$ cat config.mk
export PLATFORM = sky130hd
export DESIGN_NAME = exe_program_loader_flat
export DESIGN_NICKNAME = d
export VERILOG_FILES = /design/src/rtl/exe_program_loader_if.sv /design/src/rtl/exe_program_loader.sv /design/src/flat_wrapper.sv
export SDC_FILE = /design/constraint.sdc
export NUM_CORES = 1
export LEC_CHECK = 0
export CORE_MARGIN = 10
export CORE_UTILIZATION = 45
export CTS_BUF_LIST = sky130_fd_sc_hd__clkbuf_16
export DETAILED_ROUTE_END_ITERATION = 8
export DONT_BUFFER_PORTS = 1
export PLACE_DENSITY = 0.64
export RECOVER_POWER = 25
export SLEW_MARGIN = 10
export SYNTH_ARGS = -nofsm -noshare
export SYNTH_HDL_FRONTEND = slang
export SYNTH_SLANG_ARGS = --single-unit
$ cat constraint.sdc
create_clock -name Clock -period 2.8 [get_ports Clock]
set_input_delay 0.28 -clock Clock [delete_from_list [all_inputs] [get_ports Clock]]
set_output_delay 0.28 -clock Clock [all_outputs]
set_load 0.01 [all_outputs]
$ cat src/rtl/exe_program_loader_if.sv
// Host/loader/execution-unit signal bundle for exe_program_loader.
// master = the loader itself, slave = host plus execution unit side.
interface exe_program_loader_if #(
  parameter int INSTR_W = 64,
  parameter int IADDR_W = 16,
  parameter int CNT_W   = 32
);
  // Load stream: a word moves on a rising edge where iLoadValid and oLoadReady
  // are both high; iLoadData must be stable whenever iLoadValid is high.
  logic               iLoadStart;
  logic [IADDR_W:0]   iLoadLength;
  logic [INSTR_W-1:0] iLoadData;
  logic               iLoadValid;
  logic               oLoadReady;
  logic               oIMWriteEnable;
  logic [IADDR_W-1:0] oIMWriteAddress;
  logic [INSTR_W-1:0] oIMData;
  logic               oExeReset;
  logic               oExeEnable;
  logic               iExeHalt;
  logic               iAbort;
  logic               oBusy;
  logic               oDone;
  logic               oError;
  logic [CNT_W-1:0]   oCycleCount;
  logic [2:0]         oDbgState;

  modport master (
    input  iLoadStart, iLoadLength, iLoadData, iLoadValid, iExeHalt, iAbort,
    output oLoadReady, oIMWriteEnable, oIMWriteAddress, oIMData, oExeReset,
           oExeEnable, oBusy, oDone, oError, oCycleCount, oDbgState
  );

  modport slave (
    output iLoadStart, iLoadLength, iLoadData, iLoadValid, iExeHalt, iAbort,
    input  oLoadReady, oIMWriteEnable, oIMWriteAddress, oIMData, oExeReset,
           oExeEnable, oBusy, oDone, oError, oCycleCount, oDbgState
  );
endinterface

$ cat src/rtl/exe_program_loader.sv
// Streams a program into the execution unit, runs it, reports halt and cycle count.
// Optional run watchdog with ERR state: define EXE_WATCHDOG_EN.
module exe_program_loader #(
  parameter int INSTR_W     = 64,
  parameter int IADDR_W     = 16,
  parameter int CNT_W       = 32,
  parameter int WDOG_CYCLES = 1000000
) (
  input  logic                  Clock,
  input  logic                  Reset,
  exe_program_loader_if.master  bus
);

  typedef enum logic [2:0] {
    IDLE  = 3'd0,
    LOAD  = 3'd1,
    START = 3'd2,
    RUN   = 3'd3,
    DONE  = 3'd4
`ifdef EXE_WATCHDOG_EN
    , ERR = 3'd5
`endif
  } state_t;

  state_t             state_q, state_d;
  logic [IADDR_W:0]   len_q, len_d;
  logic [IADDR_W:0]   addr_cnt_q, addr_cnt_d;
  logic [CNT_W-1:0]   cycle_cnt_q, cycle_cnt_d;
  logic               wr_en_q, wr_en_d;
  logic [IADDR_W-1:0] wr_addr_q, wr_addr_d;
  logic [INSTR_W-1:0] wr_data_q, wr_data_d;
  logic               load_ready_q, load_ready_d;
  logic               exe_reset_q, exe_reset_d;
  logic               exe_enable_q, exe_enable_d;
  logic               busy_q, busy_d;
  logic               done_q, done_d;
  logic               error_q, error_d;
  logic               accept;

`ifdef EXE_WATCHDOG_EN
  localparam logic [CNT_W-1:0] WDOG_LIMIT = CNT_W'(WDOG_CYCLES);
`else
  logic unused_wdog_cfg;
  assign unused_wdog_cfg = |WDOG_CYCLES;
`endif

  assign accept = bus.iLoadValid & load_ready_q;

  always_comb begin
    state_d     = state_q;
    len_d       = len_q;
    addr_cnt_d  = addr_cnt_q;
    cycle_cnt_d = cycle_cnt_q;
    wr_en_d     = 1'b0;
    wr_addr_d   = wr_addr_q;
    wr_data_d   = wr_data_q;

    case (state_q)
      IDLE, DONE: begin
        if (bus.iLoadStart) begin
          len_d       = bus.iLoadLength;
          addr_cnt_d  = '0;
          cycle_cnt_d = '0;
          state_d     = (bus.iLoadLength != '0) ? LOAD : START;
        end
      end
      LOAD: begin
        // The write is registered, so the last word lands during START.
        if (accept) begin
          wr_en_d    = 1'b1;
          wr_addr_d  = addr_cnt_q[IADDR_W-1:0];
          wr_data_d  = bus.iLoadData;
          addr_cnt_d = addr_cnt_q + (IADDR_W+1)'(1);
          if (addr_cnt_d == len_q) state_d = START;
        end
      end
      START: state_d = RUN;
      RUN: begin
        if (cycle_cnt_q != '1) cycle_cnt_d = cycle_cnt_q + CNT_W'(1);
        if (bus.iExeHalt) state_d = DONE;
`ifdef EXE_WATCHDOG_EN
        else if (cycle_cnt_d == WDOG_LIMIT) state_d = ERR;
`endif
      end
`ifdef EXE_WATCHDOG_EN
      ERR: state_d = ERR;
`endif
      default: state_d = IDLE;
    endcase

    // Abort outranks everything but Reset, including a same-cycle halt.
    if (bus.iAbort) begin
      state_d     = IDLE;
      wr_en_d     = 1'b0;
      cycle_cnt_d = cycle_cnt_q;
    end

    load_ready_d = (state_d == LOAD);
    exe_reset_d  = (state_d == START);
    exe_enable_d = (state_d == RUN);
    busy_d       = (state_d != IDLE) && (state_d != DONE);
    done_d       = (state_d == DONE);
`ifdef EXE_WATCHDOG_EN
    error_d      = (state_d == ERR);
`else
    error_d      = 1'b0;
`endif
  end

  always_ff @(posedge Clock) begin
    if (Reset) begin
      state_q      <= IDLE;
      len_q        <= '0;
      addr_cnt_q   <= '0;
      cycle_cnt_q  <= '0;
      wr_en_q      <= 1'b0;
      wr_addr_q    <= '0;
      wr_data_q    <= '0;
      load_ready_q <= 1'b0;
      exe_reset_q  <= 1'b0;
      exe_enable_q <= 1'b0;
      busy_q       <= 1'b0;
      done_q       <= 1'b0;
      error_q      <= 1'b0;
    end else begin
      state_q      <= state_d;
      len_q        <= len_d;
      addr_cnt_q   <= addr_cnt_d;
      cycle_cnt_q  <= cycle_cnt_d;
      wr_en_q      <= wr_en_d;
      wr_addr_q    <= wr_addr_d;
      wr_data_q    <= wr_data_d;
      load_ready_q <= load_ready_d;
      exe_reset_q  <= exe_reset_d;
      exe_enable_q <= exe_enable_d;
      busy_q       <= busy_d;
      done_q       <= done_d;
      error_q      <= error_d;
    end
  end

  assign bus.oLoadReady      = load_ready_q;
  assign bus.oIMWriteEnable  = wr_en_q;
  assign bus.oIMWriteAddress = wr_addr_q;
  assign bus.oIMData         = wr_data_q;
  assign bus.oExeReset       = exe_reset_q;
  assign bus.oExeEnable      = exe_enable_q;
  assign bus.oBusy           = busy_q;
  assign bus.oDone           = done_q;
  assign bus.oError          = error_q;
  assign bus.oCycleCount     = cycle_cnt_q;
  assign bus.oDbgState       = state_q;

endmodule

$ cat src/flat_wrapper.sv
// flat-port wrapper written by rule: the top's interface ports become plain ports
module exe_program_loader_flat 
#(
  parameter int INSTR_W     = 64,
  parameter int IADDR_W     = 16,
  parameter int CNT_W       = 32,
  parameter int WDOG_CYCLES = 1000000
)
  (Clock, Reset, bus_iLoadStart, bus_iLoadLength, bus_iLoadData, bus_iLoadValid, bus_iExeHalt, bus_iAbort, bus_oLoadReady, bus_oIMWriteEnable, bus_oIMWriteAddress, bus_oIMData, bus_oExeReset, bus_oExeEnable, bus_oBusy, bus_oDone, bus_oError, bus_oCycleCount, bus_oDbgState);
  exe_program_loader_if #(.INSTR_W(INSTR_W), .IADDR_W(IADDR_W), .CNT_W(CNT_W)) bus_i ();
  input  logic Clock;
  input  logic Reset;
  input wire logic [$bits(bus_i.iLoadStart)-1:0] bus_iLoadStart;
  input wire logic [$bits(bus_i.iLoadLength)-1:0] bus_iLoadLength;
  input wire logic [$bits(bus_i.iLoadData)-1:0] bus_iLoadData;
  input wire logic [$bits(bus_i.iLoadValid)-1:0] bus_iLoadValid;
  input wire logic [$bits(bus_i.iExeHalt)-1:0] bus_iExeHalt;
  input wire logic [$bits(bus_i.iAbort)-1:0] bus_iAbort;
  output wire logic [$bits(bus_i.oLoadReady)-1:0] bus_oLoadReady;
  output wire logic [$bits(bus_i.oIMWriteEnable)-1:0] bus_oIMWriteEnable;
  output wire logic [$bits(bus_i.oIMWriteAddress)-1:0] bus_oIMWriteAddress;
  output wire logic [$bits(bus_i.oIMData)-1:0] bus_oIMData;
  output wire logic [$bits(bus_i.oExeReset)-1:0] bus_oExeReset;
  output wire logic [$bits(bus_i.oExeEnable)-1:0] bus_oExeEnable;
  output wire logic [$bits(bus_i.oBusy)-1:0] bus_oBusy;
  output wire logic [$bits(bus_i.oDone)-1:0] bus_oDone;
  output wire logic [$bits(bus_i.oError)-1:0] bus_oError;
  output wire logic [$bits(bus_i.oCycleCount)-1:0] bus_oCycleCount;
  output wire logic [$bits(bus_i.oDbgState)-1:0] bus_oDbgState;
  assign bus_i.iLoadStart = bus_iLoadStart;
  assign bus_i.iLoadLength = bus_iLoadLength;
  assign bus_i.iLoadData = bus_iLoadData;
  assign bus_i.iLoadValid = bus_iLoadValid;
  assign bus_i.iExeHalt = bus_iExeHalt;
  assign bus_i.iAbort = bus_iAbort;
  assign bus_oLoadReady = bus_i.oLoadReady;
  assign bus_oIMWriteEnable = bus_i.oIMWriteEnable;
  assign bus_oIMWriteAddress = bus_i.oIMWriteAddress;
  assign bus_oIMData = bus_i.oIMData;
  assign bus_oExeReset = bus_i.oExeReset;
  assign bus_oExeEnable = bus_i.oExeEnable;
  assign bus_oBusy = bus_i.oBusy;
  assign bus_oDone = bus_i.oDone;
  assign bus_oError = bus_i.oError;
  assign bus_oCycleCount = bus_i.oCycleCount;
  assign bus_oDbgState = bus_i.oDbgState;
  exe_program_loader #(.INSTR_W(INSTR_W), .IADDR_W(IADDR_W), .CNT_W(CNT_W), .WDOG_CYCLES(WDOG_CYCLES)) u_core (.Clock(Clock), .Reset(Reset), .bus(bus_i));
endmodule
==> run_results.csv, run 1 <==
group,metric,value,unit
outcome,status,"finished, final reports clean",
timing,finalSetupTns,0,ps
clock_tree,cts_tree,"done",
logic_synthesis,yosysSeqAreaShare,0.468,
cells_and_area,area_growth,20.3,%
cells_and_area,multi_input_area,3260,sq um
cells_and_area,layout-drive-gt1-share,0.0713,
cells_and_area,register_area,3100,sq um
critical_path,critPathKind,"reg2reg",
clock_tree,cts_buffers,17,
power_and_ir_drop,clock_power_share,0.467,
timing,min_period,2640,ps
clock_tree,cts.reportedPaths.clkPinSlew,60,ps
timing,max_slew_margin,0.604,
grt,grt_max_degree,120,
cells_and_area,final_cells,1084,
timing,rsz0062_at_grt,"no",
power_and_ir_drop,power.switching,1.04,mW
logic_synthesis,avgSynthCellArea,7.85,sq um
cells_and_area,fin_nets,974,
logic_synthesis,synthArstFlopShare,0,
grt,grt_use_met3,0.0778,
timing,setup-violations-final,0,
logic_synthesis,synth_edf_count,0,
placement,dp.cells,989,
grt,grt_pass1_wl,31.0,mm
floorplanning,dieArea,20000,sq um
grt,track_usage,0.189,
grt,grt_pass1_vias,5969,
power_and_ir_drop,p_int,3.64,mW
clock_tree,h-tree-depth,4,
clock_tree,clk-insertion-delay-late,410,ps
logic_synthesis,yosys_register_bits,155,
logic_synthesis,syn_inst,845,
logic_synthesis,synthDistinctLibCells,56,
clock_tree,cts.sinks,155,
floorplanning,io_pins,209,
detailed_routing,routed_wl,19.9,mm
detailed_routing,routedWlPerCell,18.3,um
grt,antenna_found_initial,1,
worst_hold_path,hp-class,"in2reg",
detailed_routing,drc,0,
floorplanning,start_util,0.458,
clock_tree,post_cts_buffers,0,
power_and_ir_drop,vdd_drop_max,0.000387,V
detailed_routing,drt_iter0_drc,494,
power_and_ir_drop,combPwrFrac,0.051,
floorplanning,num_rows,44,
placement,place.gp.congestion,0.913,
critical_path,path_cells,"ha_1, and3_2, xnor2_1, a2111oi_0, nand4_1, or4_4, a21oi_4, nor3b_2",
detailed_routing,vias,6042,
placement,place_hpwl,13.9,mm
timing,fin_skew,8.27,ps
detailed_routing,drtAntennaViolNets,0,
critical_path,startpoint_type,"flip-flop",
timing,fmax,378,MHz
grt,busiest_layer,"met2",
cells_and_area,fill_cells,1355,
logic_synthesis,syn_nets,934,
floorplanning,die_h,141,um
clock_tree,cts_buffer_depth,2,
logic_synthesis,syn_area,6640,sq um
power_and_ir_drop,p_sw_frac,0.222,
critical_path,cpMaxStageDelayCell,"or4_4",
logic_synthesis,ys_warn_count,0,
grt,use_met2,0.320,
critical_path,crit_fanout,7,
logic_synthesis,ys.flop_type,"dfxtp_1",
critical_path,endpoint_kind,"flip-flop",
power_and_ir_drop,p_seq_frac,0.482,
timing,min_period_over_period,0.944,
floorplanning,die_w,141,um
timing,slew_violations,0,
clock_tree,cts-root-buf,"clkbuf_16",
power_and_ir_drop,p_leak,2.72,nW
detailed_routing,vias_per_cell,5.57,
critical_path,critical_path_arrival,2980,ps
timing,finalHoldViolations,0,
flow_run,maxCapViolCount,0,
critical_path,path_delay_family,"simple AND/OR/NAND/NOR gates",
grt,use_met1,0.201,
floorplanning,core_area,14500,sq um
critical_path,critPathRequiredTime,3140,ps
power_and_ir_drop,power.density,585,nW/um^2
detailed_routing,dr.pass1.iters,5,
placement,io_buffers,0,
timing,worstMarginPinSlew,588,ps
critical_path,crit_buf_inv,0,
grt,overflow,0,
critical_path,max_stage_delay,550,ps
==> final cells by class <==
type / instances / share of cell area
well taps: 184 / 0.0288
multi-input cells: 622 / 0.408
clock buffers: 17 / 0.0533
repair buffers: 84 / 0.100
diodes: 2 / 0.000627
clock inverters: 15 / 0.0172
inverters: 5 / 0.00235
flip-flops and latches: 155 / 0.389
==> per-stage QoR <==
step | setup slack, ps | power [mW] | hold WS [ps] | utilization | area, sq um
finish | 156 | 4.67 | 14.6 | 0.551 | 7980
global route | 1.20 | 4.85 | 3.71 | 0.551 | 7980
CTS | 112 | 4.72 | 0.0790 | 0.551 | 7970
detailed placement | 137 | 2.44 | 368 | 0.468 | 6780
global placement | 191 | 2.43 | 366 | 0.468 | 6780
floorplan | 309 | 2.42 | 416 | - | 6640
==> flip-flops by register name, summed over array words and instances (netlist names) <==
signal / flops
u_core.bus.oBusy: 1
u_core.bus.oLoadReady: 1
u_core.bus.oIMData: 64
u_core.bus.oIMWriteAddress: 16
u_core.len_q: 17
u_core.bus.oExeEnable: 1
u_core.bus.oIMWriteEnable: 1
u_core.bus.oCycleCount: 32
u_core.bus.oDbgState: 3
u_core.addr_cnt_q: 17
u_core.bus.oExeReset: 1
u_core.bus.oDone: 1
==> what timing repair did <==
action | CTS | global route
setup endpoints to repair | 0 | 4
hold buffers | 61 | 0
gates resized for setup | 0 | 3
hold endpoints to repair | 119 | 0
==> placed cells by master (no fill, tap or decap), types with 3 or more instances in the layout <==
cell type	instances
and3_1	6
clkinv_4	4
nor2b_1	3
or3_1	7
nor2_1	61
or4_1	3
and2_1	5
xor2_1	26
nand2b_1	5
xnor2_1	17
nor3_1	5
o21ai_0	16
a31oi_1	4
a21oi_1	125
dfxtp_1	154
inv_1	9
clkbuf_16	17
nor4_1	13
a311oi_1	5
nand4_1	21
nand3_1	25
nand3b_1	3
buf_4	23
nand2_1	223
and4_1	10
dlygate4sd3_1	60
==> kinds of logic (layout without fill, tap and decap cells) <==
kind of cell,after synthesis,count (layout),synth area share
compound gates,172,172,0.149
xor+xnor,43,43,0.0567
mux,2,2,0.00302
simple gates,402,402,0.276
flops,155,155,0.468
other cells,1,3,0.000565
buf+inv,68,121,0.0437
fa+ha+maj,2,2,0.00377
==> power groups by stage <==
stage | Sequential, mW | Clock [mW] | Combinational (mW)
after detailed placement | 2.30 | 0 | 0.135
after global placement | 2.30 | 0 | 0.132
final | 2.25 | 2.18 | 0.237
after floorplan | 2.29 | 0 | 0.125
after global routing | 2.25 | 2.33 | 0.259
after CTS | 2.25 | 2.23 | 0.236
==> cells in the mapped netlist (8+ instances only) <==
cell | number | area (sq um)
nand2_1 | 223 | 837
and4_1 | 10 | 87.6
nor4_1 | 13 | 81.3
xor2_1 | 26 | 228
xnor2_1 | 17 | 149
nand4_1 | 21 | 131
and3_1 | 8 | 50.1
nand3_1 | 26 | 130
dfxtp_1 | 155 | 3100
o21ai_0 | 16 | 80.1
clkbuf_1 | 50 | 188
a21oi_1 | 125 | 626
nor2_1 | 61 | 229
==> path summary, 6_finish.rpt <==
path / from / end / slack, ps / cells past startpoint
worst max-delay path: u_core.addr_cnt_q[0]$_SDFFE_PP0P_ / u_core.bus.oExeReset$_SDFF_PP0_ / 160 / 8
worst min-delay path: bus_iLoadData[24] / u_core.bus.oIMData[24]$_SDFFE_PP0P_ / 10 / 2
worst max register to register: u_core.addr_cnt_q[0]$_SDFFE_PP0P_ / u_core.bus.oExeReset$_SDFF_PP0_ / 160 / 8
worst min register to register: u_core.len_q[13]$_SDFFE_PP0P_ / u_core.len_q[13]$_SDFFE_PP0P_ / 470 / 2
==> metal layers <==
metal  up-vias  share of wire  wire length (um)
li1       2950              -                 -
met1      2820           0.37              7420
met2       225           0.51             10100
met3        47          0.087              1730
met4         0          0.034               669
met5         -              0                 0
Note: power is estimated with default switching activity, not from simulation.
==> inputs of run 2 (changes only) <==
PLACE_DENSITY = 0.65   (was 0.64)
==> run_results.csv, run 2 (synthesis results as in run 1) <==
group,metric,value,unit
power_and_ir_drop,p_seq_frac,0.440,
power_and_ir_drop,vdd_drop_max,0.000388,V
floorplanning,start_util,0.458,
critical_path,crit_buf_inv,0,
power_and_ir_drop,power.switching,1.09,mW
critical_path,critical_path_arrival,2950,ps
power_and_ir_drop,p_sw_frac,0.213,
power_and_ir_drop,p_int,4.03,mW
timing,fin_skew,9.46,ps
detailed_routing,vias,6039,
placement,place.gp.congestion,0.886,
worst_hold_path,hp-class,"in2reg",
critical_path,path_delay_family,"simple AND/OR/NAND/NOR gates",
detailed_routing,drt_iter0_drc,510,
power_and_ir_drop,combPwrFrac,0.050,
critical_path,rrSetupSlack,200,ps
cells_and_area,mostFrequentLayoutCell,"nand2_1",
critical_path,endpoint_kind,"flip-flop",
detailed_routing,dr.pass1.iters,5,
critical_path,startpoint_type,"flip-flop",
placement,place_hpwl,13.1,mm
clock_tree,cts.reportedPaths.clkPinSlew,60,ps
cells_and_area,fin_nets,990,
critical_path,path_cells,"nand4_1, o31a_1, a2111oi_0, nand4_1, or4_4, a21oi_4, nor3b_2",
clock_tree,cts-root-buf,"clkbuf_16",
power_and_ir_drop,power.density,618,nW/um^2
power_and_ir_drop,clock_power_share,0.510,
timing,fmax,384,MHz
timing,worstMarginPinSlew,622,ps
timing,slew_violations,0,
timing,rsz0062_at_grt,"no",
floorplanning,die_w,141,um
detailed_routing,vias_per_cell,5.49,
grt,grt_max_degree,120,
clock_tree,h-tree-depth,4,
cells_and_area,area_growth,24.8,%
critical_path,critPathMostFrequentCell,"nand4_1",
floorplanning,die_h,141,um
detailed_routing,drc,0,
flow_run,maxCapViolCount,0,
timing,finalSetupTns,0,ps
clock_tree,clk-insertion-delay-late,420,ps
outcome,status,"finished, final reports clean",
clock_tree,post_cts_buffers,0,
clock_tree,cts_buffers,17,
floorplanning,core_area,14500,sq um
critical_path,critPathRequiredTime,3150,ps
timing,min_period,2600,ps
critical_path,critPathKind,"reg2reg",
cells_and_area,layout_common_cells,"nand2_1 (223), dfxtp_1 (155), a21oi_1 (125)",
timing,finalHoldViolations,0,
critical_path,max_stage_delay,540,ps
floorplanning,dieArea,20000,sq um
detailed_routing,routedWlPerCell,18.3,um
timing,max_slew_margin,0.584,
cells_and_area,fin_util,0.572,
clock_tree,cts_tree,"done",
cells_and_area,layout-drive-gt1-share,0.0744,
critical_path,cpMaxStageDelayCell,"or4_4",
grt,track_usage,0.192,
grt,grt_pass1_vias,5785,
timing,min_period_over_period,0.930,
cells_and_area,largest_reg_flops,64,
clock_tree,cts_buffer_depth,2,
floorplanning,num_rows,44,
grt,overflow,0,
grt,antenna_found_initial,0,
clock_tree,cts.sinks,155,
critical_path,crit_fanout,8,
power_and_ir_drop,p_leak,2.82,nW
detailed_routing,routed_wl,20.1,mm
power_and_ir_drop,power,5.12,mW
detailed_routing,drtAntennaViolNets,0,
timing,setup-violations-final,0,
grt,grt_pass1_wl,31.3,mm
floorplanning,io_pins,209,
placement,io_buffers,0,
[run 2: per-layer routing]
layer	track usage	vias up	wire [um]
met4	0.0694	0	501
met5	0	-	0
met1	0.219	2793	7890
li1	-	2989	-
met2	0.319	219	9990
met3	0.0734	38	1700
[run 2: path summary, 6_finish.rpt]
kind,to,from,depth (start not counted)
hold reg to reg,u_core.len_q[15]$_SDFFE_PP0P_,u_core.len_q[15]$_SDFFE_PP0P_,2
setup / recovery,u_core.bus.oExeReset$_SDFF_PP0_,u_core.addr_cnt_q[3]$_SDFFE_PP0P_,7
hold / removal,u_core.len_q[10]$_SDFFE_PP0P_,bus_iLoadLength[10],2
setup reg to reg,u_core.bus.oExeReset$_SDFF_PP0_,u_core.addr_cnt_q[3]$_SDFFE_PP0P_,7
[run 2: stage by stage]
stage / worst slack (ps) / hold WS, ps / cell area [sq um] / instances
after detailed placement: 118 / 367 / 6810 / 989
after floorplan: 309 / 416 / 6640 / 845
final: 197 / 18.8 / 8280 / 1099
after global placement: 185 / 367 / 6810 / 989
after CTS: 95.5 / 4.60 / 8270 / 1098
after global routing: 51.8 / 15.4 / 8280 / 1098
[run 2: what timing repair did]
item	CTS	global route
hold endpoints to repair	119	0
resized for setup	0	4
hold buffers	77	0
setup endpoints to repair	0	4
[run 2: area by class of cell]
class | count | area, sq um
well taps | 184 | 230
multi-input cells | 622 | 3270
fillers | 1330 | 6200
flip-flops and latches | 155 | 3100
inverters | 5 | 18.8
repair buffers | 100 | 986
diodes | 1 | 2.50
clock inverters | 15 | 246
clock buffers | 17 | 425
[run 2: power by group through the flow]
stage                     clock network, mW  registers (mW)  logic [mW]
after floorplan                           0            2.29       0.125
after global placement                    0            2.30       0.135
after detailed placement                  0            2.30       0.135
after CTS                              2.66            2.25       0.257
after global routing                   2.74            2.25       0.281
final                                  2.61            2.25       0.258
